File: src/rtl/ex_hazard_ctrl_pkg.sv
// Shared encodings for the EX-stage hazard controller.
package ex_hazard_ctrl_pkg;

  localparam logic [1:0] FWD_REG  = 2'b00;
  localparam logic [1:0] FWD_MEM  = 2'b10;
  localparam logic [1:0] FWD_WB   = 2'b01;
  localparam logic [4:0] REG_ZERO = 5'd0;

  typedef enum logic [1:0] {
    MDU_IDLE = 2'd0,
    MDU_BUSY = 2'd1,
    MDU_DONE = 2'd2
  } mdu_state_e;

  // Forwarding select for one ALU operand; MEM outranks WB, $zero never forwards.
  function automatic logic [1:0] fwd_sel(
    input logic       mem_we,
    input logic [4:0] mem_dst,
    input logic       wb_we,
    input logic [4:0] wb_dst,
    input logic [4:0] src
  );
    if (mem_we && (mem_dst != REG_ZERO) && (mem_dst == src))
      return FWD_MEM;
    else if (wb_we && (wb_dst != REG_ZERO) && (wb_dst == src))
      return FWD_WB;
    else
      return FWD_REG;
  endfunction

endpackage

File: src/rtl/ex_hazard_ctrl_if.sv
// Pipeline-side signal bundle between the datapath and the EX hazard controller.
interface ex_hazard_ctrl_if #(
  parameter int unsigned CNT_W = 32
) ();

  logic [4:0]       id_rs;
  logic [4:0]       id_rt;
  logic [4:0]       ex_rs;
  logic [4:0]       ex_rt;
  logic [4:0]       ex_reg_dst;
  logic             ex_MemRead;
  logic             ex_mdu_start;
  logic             branch_taken;
  logic [4:0]       mem_reg_dst;
  logic             mem_RegWrite;
  logic [4:0]       wb_reg_dst;
  logic             wb_RegWrite;

  logic [1:0]       forward_a;
  logic [1:0]       forward_b;
  logic             stall_pc;
  logic             stall_ifid;
  logic             stall_idex;
  logic             bubble_idex;
  logic             flush_ifid;
  logic             mdu_busy;
  logic             mdu_done;
  logic [CNT_W-1:0] stall_cycles;

  modport master (
    output id_rs, id_rt, ex_rs, ex_rt, ex_reg_dst, ex_MemRead, ex_mdu_start,
           branch_taken, mem_reg_dst, mem_RegWrite, wb_reg_dst, wb_RegWrite,
    input  forward_a, forward_b, stall_pc, stall_ifid, stall_idex, bubble_idex,
           flush_ifid, mdu_busy, mdu_done, stall_cycles
  );

  modport slave (
    input  id_rs, id_rt, ex_rs, ex_rt, ex_reg_dst, ex_MemRead, ex_mdu_start,
           branch_taken, mem_reg_dst, mem_RegWrite, wb_reg_dst, wb_RegWrite,
    output forward_a, forward_b, stall_pc, stall_ifid, stall_idex, bubble_idex,
           flush_ifid, mdu_busy, mdu_done, stall_cycles
  );

endinterface

File: src/rtl/ex_hazard_ctrl_mdu_seq.sv
// MULT/DIV occupancy sequencer: IDLE -> BUSY -> DONE -> IDLE.
module mdu_seq
  import ex_hazard_ctrl_pkg::*;
#(
  parameter int unsigned MDU_LATENCY = 32
) (
  input  logic clk,
  input  logic reset,
  input  logic start,
  output logic mdu_idle,
  output logic mdu_busy,
  output logic mdu_done,
  output logic mdu_freeze
);

  localparam logic [7:0] CNT_LOAD = 8'(MDU_LATENCY - 2);

  mdu_state_e state_q, state_d;
  logic [7:0] cnt_q, cnt_d;

  // State and counter registers.
  always_ff @(posedge clk) begin
    if (!reset) begin
      state_q <= MDU_IDLE;
      cnt_q   <= '0;
    end else begin
      state_q <= state_d;
      cnt_q   <= cnt_d;
    end
  end

  // Next state: BUSY lasts MDU_LATENCY-2 cycles, so together with the start
  // cycle and DONE the op occupies EX for exactly MDU_LATENCY cycles. The exit
  // is taken as the counter steps down to zero; a load of zero skips BUSY.
  always_comb begin
    state_d = state_q;
    cnt_d   = cnt_q;
    unique case (state_q)
      MDU_IDLE: begin
        if (start) begin
          cnt_d   = CNT_LOAD;
          state_d = (CNT_LOAD == '0) ? MDU_DONE : MDU_BUSY;
        end
      end
      MDU_BUSY: begin
        cnt_d = cnt_q - 8'd1;
        if (cnt_q <= 8'd1)
          state_d = MDU_DONE;
      end
      MDU_DONE: state_d = MDU_IDLE;
      default:  state_d = MDU_IDLE;
    endcase
  end

  // Status outputs; forced quiet while reset is held.
  always_comb begin
    mdu_idle   = reset && (state_q == MDU_IDLE);
    mdu_busy   = reset && (state_q == MDU_BUSY);
    mdu_done   = reset && (state_q == MDU_DONE);
    mdu_freeze = mdu_busy || (mdu_idle && start);
  end

endmodule

File: src/rtl/ex_hazard_ctrl.sv
// EX-stage hazard controller: forwarding, load-use bubble, branch flush,
// MDU freeze and a saturating stall-cycle counter.
module ex_hazard_ctrl
  import ex_hazard_ctrl_pkg::*;
#(
  parameter int unsigned MDU_LATENCY = 32,
  parameter int unsigned CNT_W       = 32
) (
  input  logic           clk,
  input  logic           reset,
  ex_hazard_ctrl_if.slave hz
);

  logic             mdu_start;
  logic             mdu_idle;
  logic             mdu_busy;
  logic             mdu_done;
  logic             mdu_freeze;
  logic             lu;
  logic [1:0]       fwd_a;
  logic [1:0]       fwd_b;
  logic             stall_pc;
  logic             stall_ifid;
  logic             stall_idex;
  logic             bubble_idex;
  logic             flush_ifid;
  logic [CNT_W-1:0] cnt_q;

  // A taken branch squashes a same-cycle MDU start (wrong-path op).
  always_comb begin
    mdu_start = hz.ex_mdu_start && !hz.branch_taken;
  end

  mdu_seq #(
    .MDU_LATENCY (MDU_LATENCY)
  ) u_mdu_seq (
    .clk        (clk),
    .reset      (reset),
    .start      (mdu_start),
    .mdu_idle   (mdu_idle),
    .mdu_busy   (mdu_busy),
    .mdu_done   (mdu_done),
    .mdu_freeze (mdu_freeze)
  );

  // Forwarding and stall priority: MDU freeze, then branch flush, then load-use.
  always_comb begin
    fwd_a       = FWD_REG;
    fwd_b       = FWD_REG;
    stall_pc    = 1'b0;
    stall_ifid  = 1'b0;
    stall_idex  = 1'b0;
    bubble_idex = 1'b0;
    flush_ifid  = 1'b0;
    lu          = hz.ex_MemRead && (hz.ex_reg_dst != REG_ZERO) &&
                  ((hz.ex_reg_dst == hz.id_rs) || (hz.ex_reg_dst == hz.id_rt));
    if (reset) begin
      fwd_a = fwd_sel(hz.mem_RegWrite, hz.mem_reg_dst, hz.wb_RegWrite, hz.wb_reg_dst, hz.ex_rs);
      fwd_b = fwd_sel(hz.mem_RegWrite, hz.mem_reg_dst, hz.wb_RegWrite, hz.wb_reg_dst, hz.ex_rt);
      if (mdu_freeze) begin
        stall_pc   = 1'b1;
        stall_ifid = 1'b1;
        stall_idex = 1'b1;
      end else if (mdu_idle && hz.branch_taken) begin
        flush_ifid  = 1'b1;
        bubble_idex = 1'b1;
      end else if (lu) begin
        stall_pc    = 1'b1;
        stall_ifid  = 1'b1;
        bubble_idex = 1'b1;
      end
    end
  end

  // Saturating count of cycles in which the PC is held.
  always_ff @(posedge clk) begin
    if (!reset)
      cnt_q <= '0;
    else if (stall_pc && (cnt_q != '1))
      cnt_q <= cnt_q + 1'b1;
  end

  // Drive the interface.
  always_comb begin
    hz.forward_a    = fwd_a;
    hz.forward_b    = fwd_b;
    hz.stall_pc     = stall_pc;
    hz.stall_ifid   = stall_ifid;
    hz.stall_idex   = stall_idex;
    hz.bubble_idex  = bubble_idex;
    hz.flush_ifid   = flush_ifid;
    hz.mdu_busy     = mdu_busy;
    hz.mdu_done     = mdu_done;
    hz.stall_cycles = cnt_q;
  end

endmodule

File: src/flat_wrapper.sv
// flat-port wrapper written by rule: the top's interface ports become plain ports
module ex_hazard_ctrl_flat import ex_hazard_ctrl_pkg::*;
#(
  parameter int unsigned MDU_LATENCY = 32,
  parameter int unsigned CNT_W       = 32
)
  (clk, reset, hz_id_rs, hz_id_rt, hz_ex_rs, hz_ex_rt, hz_ex_reg_dst, hz_ex_MemRead, hz_ex_mdu_start, hz_branch_taken, hz_mem_reg_dst, hz_mem_RegWrite, hz_wb_reg_dst, hz_wb_RegWrite, hz_forward_a, hz_forward_b, hz_stall_pc, hz_stall_ifid, hz_stall_idex, hz_bubble_idex, hz_flush_ifid, hz_mdu_busy, hz_mdu_done, hz_stall_cycles);
  ex_hazard_ctrl_if #(.CNT_W(CNT_W)) hz_i ();
  input  logic clk;
  input  logic reset;
  input wire logic [$bits(hz_i.id_rs)-1:0] hz_id_rs;
  input wire logic [$bits(hz_i.id_rt)-1:0] hz_id_rt;
  input wire logic [$bits(hz_i.ex_rs)-1:0] hz_ex_rs;
  input wire logic [$bits(hz_i.ex_rt)-1:0] hz_ex_rt;
  input wire logic [$bits(hz_i.ex_reg_dst)-1:0] hz_ex_reg_dst;
  input wire logic [$bits(hz_i.ex_MemRead)-1:0] hz_ex_MemRead;
  input wire logic [$bits(hz_i.ex_mdu_start)-1:0] hz_ex_mdu_start;
  input wire logic [$bits(hz_i.branch_taken)-1:0] hz_branch_taken;
  input wire logic [$bits(hz_i.mem_reg_dst)-1:0] hz_mem_reg_dst;
  input wire logic [$bits(hz_i.mem_RegWrite)-1:0] hz_mem_RegWrite;
  input wire logic [$bits(hz_i.wb_reg_dst)-1:0] hz_wb_reg_dst;
  input wire logic [$bits(hz_i.wb_RegWrite)-1:0] hz_wb_RegWrite;
  output wire logic [$bits(hz_i.forward_a)-1:0] hz_forward_a;
  output wire logic [$bits(hz_i.forward_b)-1:0] hz_forward_b;
  output wire logic [$bits(hz_i.stall_pc)-1:0] hz_stall_pc;
  output wire logic [$bits(hz_i.stall_ifid)-1:0] hz_stall_ifid;
  output wire logic [$bits(hz_i.stall_idex)-1:0] hz_stall_idex;
  output wire logic [$bits(hz_i.bubble_idex)-1:0] hz_bubble_idex;
  output wire logic [$bits(hz_i.flush_ifid)-1:0] hz_flush_ifid;
  output wire logic [$bits(hz_i.mdu_busy)-1:0] hz_mdu_busy;
  output wire logic [$bits(hz_i.mdu_done)-1:0] hz_mdu_done;
  output wire logic [$bits(hz_i.stall_cycles)-1:0] hz_stall_cycles;
  assign hz_i.id_rs = hz_id_rs;
  assign hz_i.id_rt = hz_id_rt;
  assign hz_i.ex_rs = hz_ex_rs;
  assign hz_i.ex_rt = hz_ex_rt;
  assign hz_i.ex_reg_dst = hz_ex_reg_dst;
  assign hz_i.ex_MemRead = hz_ex_MemRead;
  assign hz_i.ex_mdu_start = hz_ex_mdu_start;
  assign hz_i.branch_taken = hz_branch_taken;
  assign hz_i.mem_reg_dst = hz_mem_reg_dst;
  assign hz_i.mem_RegWrite = hz_mem_RegWrite;
  assign hz_i.wb_reg_dst = hz_wb_reg_dst;
  assign hz_i.wb_RegWrite = hz_wb_RegWrite;
  assign hz_forward_a = hz_i.forward_a;
  assign hz_forward_b = hz_i.forward_b;
  assign hz_stall_pc = hz_i.stall_pc;
  assign hz_stall_ifid = hz_i.stall_ifid;
  assign hz_stall_idex = hz_i.stall_idex;
  assign hz_bubble_idex = hz_i.bubble_idex;
  assign hz_flush_ifid = hz_i.flush_ifid;
  assign hz_mdu_busy = hz_i.mdu_busy;
  assign hz_mdu_done = hz_i.mdu_done;
  assign hz_stall_cycles = hz_i.stall_cycles;
  ex_hazard_ctrl #(.MDU_LATENCY(MDU_LATENCY), .CNT_W(CNT_W)) u_core (.clk(clk), .reset(reset), .hz(hz_i));
endmodule
File: config.mk
export PLATFORM = sky130hd
export DESIGN_NAME = ex_hazard_ctrl_flat
export DESIGN_NICKNAME = d
export VERILOG_FILES = /design/src/rtl/ex_hazard_ctrl_pkg.sv /design/src/rtl/ex_hazard_ctrl_if.sv /design/src/rtl/ex_hazard_ctrl_mdu_seq.sv /design/src/rtl/ex_hazard_ctrl.sv /design/src/flat_wrapper.sv
export SDC_FILE = /design/constraint.sdc
export NUM_CORES = 1
export LEC_CHECK = 0
export BUFFER_PORTS_ARGS = -buffer_cell sky130_fd_sc_hd__buf_2
export CAP_MARGIN = 5
export CELL_PAD_IN_SITES_DETAIL_PLACEMENT = 0
export CELL_PAD_IN_SITES_GLOBAL_PLACEMENT = 1
export CORE_ASPECT_RATIO = 1.5
export CORE_MARGIN = 2
export CORE_UTILIZATION = 36
export DETAILED_ROUTE_END_ITERATION = 7
export PLACE_DENSITY = 0.79
export SYNTH_ARGS = -nofsm -noshare
export SYNTH_HDL_FRONTEND = slang
export SYNTH_SLANG_ARGS = --single-unit
File: constraint.sdc
create_clock -name clk -period 2.7 [get_ports clk]
set_input_delay 0.27 -clock clk [delete_from_list [all_inputs] [get_ports clk]]
set_output_delay 0.27 -clock clk [all_outputs]
set_load 0.02 [all_outputs]
After elaboration in Yosys (flattened, before gate mapping)
Index checks and enable logic that the tools add are counted.
{ "op_classes": {"mux": 23, "magnitude_cmp": 1, "n_addsub": 2, "n_reduce_logical": 25, "eq_ne": 11} }
{ "ops": {"columns": ["op", "n"], "rows": [
  ["32-bit by 1-bit adder with 32-bit output, second input constant", 1],
  ["32-bit != test, second input constant", 1],
  ["5-bit equality test", 6],
  ["8-bit case mux with 2 select lines", 1],
  ["1-bit logical AND", 15],
  ["5-bit nonzero test", 3],
  ["1-bit two-way mux", 14],
  ["2-bit two-way mux", 6],
  ["8-bit by 1-bit <= comparator with 1-bit output, second input constant", 1],
  ["8-bit two-way mux", 1],
  ["8-bit by 1-bit subtractor with 8-bit output, second input constant", 1],
  ["2-bit != test, second input constant", 2],
  ["2-bit case mux with 2 select lines", 1],
  ["2-bit AND reduction", 2],
  ["2-bit by 1-bit equality test with 1-bit output, second input constant", 1],
  ["2-bit equality test, second input constant", 1],
  ["2-bit logical NOT", 1],
  ["1-bit logical OR", 2],
  ["2-bit nonzero test", 1],
  ["1-bit logical NOT", 1]
]} }
{ "word_totals": {"input_bits": 42, "elab_cells": 65, "ff_bits": 42, "output_inout_bits": 43} }

Logic depth before layout (Yosys ltp)
{ "depth": {"ltp_word": 8, "depth_mapped": 9, "mapped_depth_nobuf": 7} }

Hierarchy
From an unflattened synthesis, not the netlist that was laid out.
{ "hier_totals": {"cells_unflattened": 315, "hier_area_um2": 2652.5} }
{ "modules_own_cells": {"columns": ["module", "seq_area_each_um2", "area_per_inst_um2", "instances", "cells_each"], "rows": [
  ["ex_hazard_ctrl", 640.6, 2107.0, 1, 255],
  ["mdu_seq", 200.2, 545.5, 1, 60]
]} }

Worst setup path before layout
Ideal clock, no wire load.
{ "synth_timing": {"path_type": "reg2reg", "start": "reg u_core.u_mdu_seq.state_q[1]", "end": "reg u_core.cnt_q[4] (netlist: u_core.hz.stall_cycles[4])", "stages_incl_launch_ff": 10, "synth_period_minus_slack_ns": 2.361, "path_buffers": 3, "arrival_ns": 2.230, "setup_time_ns": 0.131, "slack_ns": 0.339, "t_required_ns": 2.569, "path_cell_list": "dfxtp_1 -> or4b_1 -> buf_2 -> nor2b_4 -> a221oi_4 -> o21ai_2 -> buf_2 -> buf_2 -> o211ai_1 -> o31ai_1"} }
{ "synth_via": {"elab_chain_cells": 7, "word_cells_on_any_way": 11, "cone_classes": "1 x eq/ne; 3 x mux; 7 x reduce/logical"} }
{ "synth_lines": {"columns": ["item", "line", "text"], "rows": [
  ["start: declaration", "ex_hazard_ctrl_mdu_seq.sv:18", "mdu_state_e state_q, state_d;"],
  ["start signal: assignment", "ex_hazard_ctrl_mdu_seq.sv:27", "state_q <= state_d;"],
  ["2-bit logical NOT", "ex_hazard_ctrl_mdu_seq.sv:57", "mdu_idle = reset && (state_q == MDU_IDLE);"],
  ["1-bit logical AND", "ex_hazard_ctrl_mdu_seq.sv:57", null],
  ["1-bit logical AND, on equally long branches", "ex_hazard_ctrl.sv:64, ex_hazard_ctrl_mdu_seq.sv:60", null],
  ["1-bit two-way mux / 1-bit logical OR (equally long branches)", "ex_hazard_ctrl.sv:64, ex_hazard_ctrl_mdu_seq.sv:60", null],
  ["1-bit two-way mux (*)", "ex_hazard_ctrl.sv:60", "if (mdu_freeze) begin"],
  ["1-bit two-way mux (*)", "ex_hazard_ctrl.sv:57", "if (reset) begin"],
  ["1-bit logical AND (*)", "ex_hazard_ctrl.sv:79", "else if (stall_pc && (cnt_q != '1))"],
  ["end signal: assignment", "ex_hazard_ctrl.sv:80", "cnt_q <= cnt_q + 1'b1;"],
  ["end: declaration", "ex_hazard_ctrl.sv:27", "logic [CNT_W-1:0] cnt_q;"]
]} }
Every way passes the cells marked *; elsewhere a longest branch is shown, timed or not.
A chain may end at the register's enable or synchronous reset.

Final worst setup path
{ "layout_timing": {"start": "reg u_core.cnt_q[0] (netlist: u_core.hz.stall_cycles[0])", "end": "reg u_core.cnt_q[30] (netlist: u_core.hz.stall_cycles[30])"} }
{ "layout_via": {"elab_chain_cells": 2, "word_cells_on_any_way": 3, "cone_classes": "1 x add/sub; 1 x eq/ne; 1 x reduce/logical"} }
{ "layout_lines": {"columns": ["item"], "rows": [
  ["branches (longest 2 deep; another with 32-bit by 1-bit adder with 32-bit output)"]
]} }
Several ways; the timed one is not identified.

==> impl_metrics.env <==
export IMPL_drv_slew=0
export IMPL_cap_violations=0
export IMPL_tightest_slew_ns=0.647
export IMPL_cts_setup_buffers=0
export IMPL_drc=0
export IMPL_synthTopCellsByArea="dfxtp_1, xnor2_1, xor2_1"
export IMPL_min_period_over_period_pct=93.0
export IMPL_final_common_cell="buf_2"
export IMPL_cts_buffer_depth=2
export IMPL_final_cells=477
export IMPL_timing_hold_ws_ns=0.347
export IMPL_drt_iter0_markers=114
export IMPL_syn_nets=351
export IMPL_yosysSeqAreaShare_pct=33.4
export IMPL_grt_pass1_wl_um=10900
export IMPL_rsz0062_at_grt="false"
export IMPL_grt_start_max_net_pins=18
export IMPL_switching_share_pct=25.6
export IMPL_die_h_um=106
export IMPL_setup_violations=0
export IMPL_numCtsBuffers=5
export IMPL_fmax_mhz=398
export IMPL_dpl_cell_count=469
export IMPL_yosysTopAreaCellShare_pct=33.4
export IMPL_area_growth_pct=26.4
export IMPL_hold_class="primary input to flop"
export IMPL_hpwlAfterDp_um=5280
export IMPL_power_density_mw_per_mm2=426
export IMPL_design_core_area_sq_mm=0.00681
export IMPL_synth_edf_count=0
export IMPL_yosysWarnings=0
export IMPL_die_area_sq_mm=0.00770
export IMPL_layout_common_cells="buf_2, dfxtp_1, xnor2_1, a21oi_1, xor2_1"
export IMPL_dr_pass1_iters=4
export IMPL_holdBufCountCts=0
export IMPL_synth_flop_cell="dfxtp_1"
export IMPL_period_minus_slack_ns=2.51
export IMPL_grt_pass1_vias=2413
export IMPL_skew_ns=0.00609
export IMPL_seqPwrFrac_pct=47.8
export IMPL_fin_setup_tns_ns=0
export IMPL_ioPinCount=85
export IMPL_grt_antenna_before_repair=0
export IMPL_globalRouteOverflowTotal=0
export IMPL_p_comb_share_pct=16.4
export IMPL_post_cts_resized=0
export IMPL_postLayoutCellArea_sq_mm=0.00319
export IMPL_drive_gt1_share_pct=26.3
export IMPL_worstSetupPathType="flop to flop"
export IMPL_leakage_nw=1.25
export IMPL_io_buffer_count=84
export IMPL_placed_cell_area_sq_mm=0.00308
export IMPL_clk_pin_slew_ns=0.08
export IMPL_fin_nets=443
export IMPL_start_util_pct=37.0
export IMPL_gp_congestion=0.767
export IMPL_die_w_um=72.3
export IMPL_wl_um=6690
export IMPL_cts_tree="built"
export IMPL_synthArstFlopShare_pct=0
export IMPL_yosys_cell_types_count=42
export IMPL_synth_avg_cell_area_sq_um=8.24
export IMPL_insertion_delay_ns=0.29
export IMPL_ys_ff_latch=42
export IMPL_wire_per_inst_um=14.0
export IMPL_cts_root_buf="clkbuf_8"
export IMPL_netlist_area_sq_mm=0.00252
export IMPL_worst_setup_path_start_kind="flop"
export IMPL_ant_nets=0
export IMPL_clock_sinks=42
export IMPL_rows=37
export IMPL_power_frac_clock_pct=35.8
export IMPL_max_slew_margin_pct=56.5
export IMPL_via_count=2636
export IMPL_synthCells=306
export IMPL_synth_area_leader_cell="dfxtp_1"
export IMPL_grt_usage_pct=17.5
export IMPL_power_switching_mw=0.347
export IMPL_crit_arrival_ns=2.74
export IMPL_hold_viol_final=0
export IMPL_critPathCaptureType="flop"
export IMPL_p_int_mw=1.01
export IMPL_outcome="complete, no violations"
export IMPL_h_tree_depth=2
export IMPL_required_ns=2.93
export IMPL_viasPerCell=5.53
export IMPL_crit_fanout=6
export IMPL_vdd_ir_drop_max_mv=0.250
export IMPL_num_antenna_cells=0
[registers in the layout, indices dropped and copies added, names as in the netlist]
register and flops:
u_core.u_mdu_seq.cnt_q 8, u_core.u_mdu_seq.state_q 2, u_core.hz.stall_cycles 32
[Yosys cell counts (all sizes together), types with 2 or more instances]
master,number
o21a,3
and2,8
nand3,17
nor4,9
xor2,20
buf,4
clkbuf,7
xnor2,23
nand4,10
ha,3
a21oi,23
o31ai,5
nor3,5
a221oi,2
a211oi,2
or3,15
o41ai,2
o211ai,6
or4b,2
o21ai,21
nand2,17
inv,9
nor2,18
nand2b,2
and3,4
nor2b,2
o2111ai,7
dfxtp,42
or4,10
[kinds of logic (layout without fill, tap and decap cells)]
kind of cell,Yosys count,in the layout,share of synthesized area [%]
buf+inv,20,113,3.28
fa+ha+maj,3,3,1.49
simple gates,124,124,27.8
mux,1,1,0.397
flops,42,42,33.4
compound gates,73,73,18.8
xor+xnor,43,43,14.9
[per-stage QoR]
stage / util (%) / setup slack (ns) / total power, mW
6_report: 46.8 / 0.189 / 1.36
5_1_grt: 46.8 / 0.0859 / 1.42
4_1_cts: 46.8 / 0.228 / 1.38
3_5_place_dp: 45.2 / 0.247 / 0.887
3_3_place_gp: 45.2 / 0.276 / 0.884
2_1_floorplan: - / 0.339 / 0.799
[worst max-delay path, cell delays in order (launching register included)]
cell and delay (ns):
dfxtp_1 0.41, ha_1 0.32, nand4_1 0.16, nor2_1 0.32
nand4_1 0.14, or3_1 0.44, or4b_1 0.53, a21oi_1 0.14
[power groups by stage]
stage / registers [mW] / clock network [mW] / logic, mW
2_1_floorplan: 0.662 / 0 / 0.137
3_3_place_gp: 0.662 / 0 / 0.222
3_5_place_dp: 0.663 / 0 / 0.224
4_1_cts: 0.648 / 0.507 / 0.225
5_1_grt: 0.651 / 0.525 / 0.249
6_report: 0.648 / 0.486 / 0.222
[final cells by class]
cell class	instances	area (sq um)
Fill cell	684	3620
Timing Repair Buffer	96	510
Multi-Input combinational cell	244	1600
Tap cell	78	97.6
Sequential cell	42	841
Clock inverter	1	30.0
Inverter	9	33.8
Clock buffer	7	76.3
[final timing paths]
| check | slack [ns] | cells past startpoint | start | to |
|---|---|---|---|---|
| worst max-delay path | 0.19 | 7 | u_core.hz.stall_cycles[0] | u_core.hz.stall_cycles[30] |
| worst min-delay path | 0.35 | 2 | reset | u_core.hz.stall_cycles[13] |
| worst max register to register | 0.19 | 7 | u_core.hz.stall_cycles[0] | u_core.hz.stall_cycles[30] |
| worst min register to register | 0.51 | 1 | u_core.hz.stall_cycles[6] | u_core.hz.stall_cycles[6] |
[metal layers]
metal / routed length (um) / track usage (%) / vias to the layer above
met5: 0 / 0 / -
met4: 133 / 6.33 / 0
met3: 429 / 2.75 / 10
met2: 3460 / 32.6 / 88
met1: 2670 / 19.5 / 1214
li1: - / - / 1324
Power figures use the tool's default switching activity.
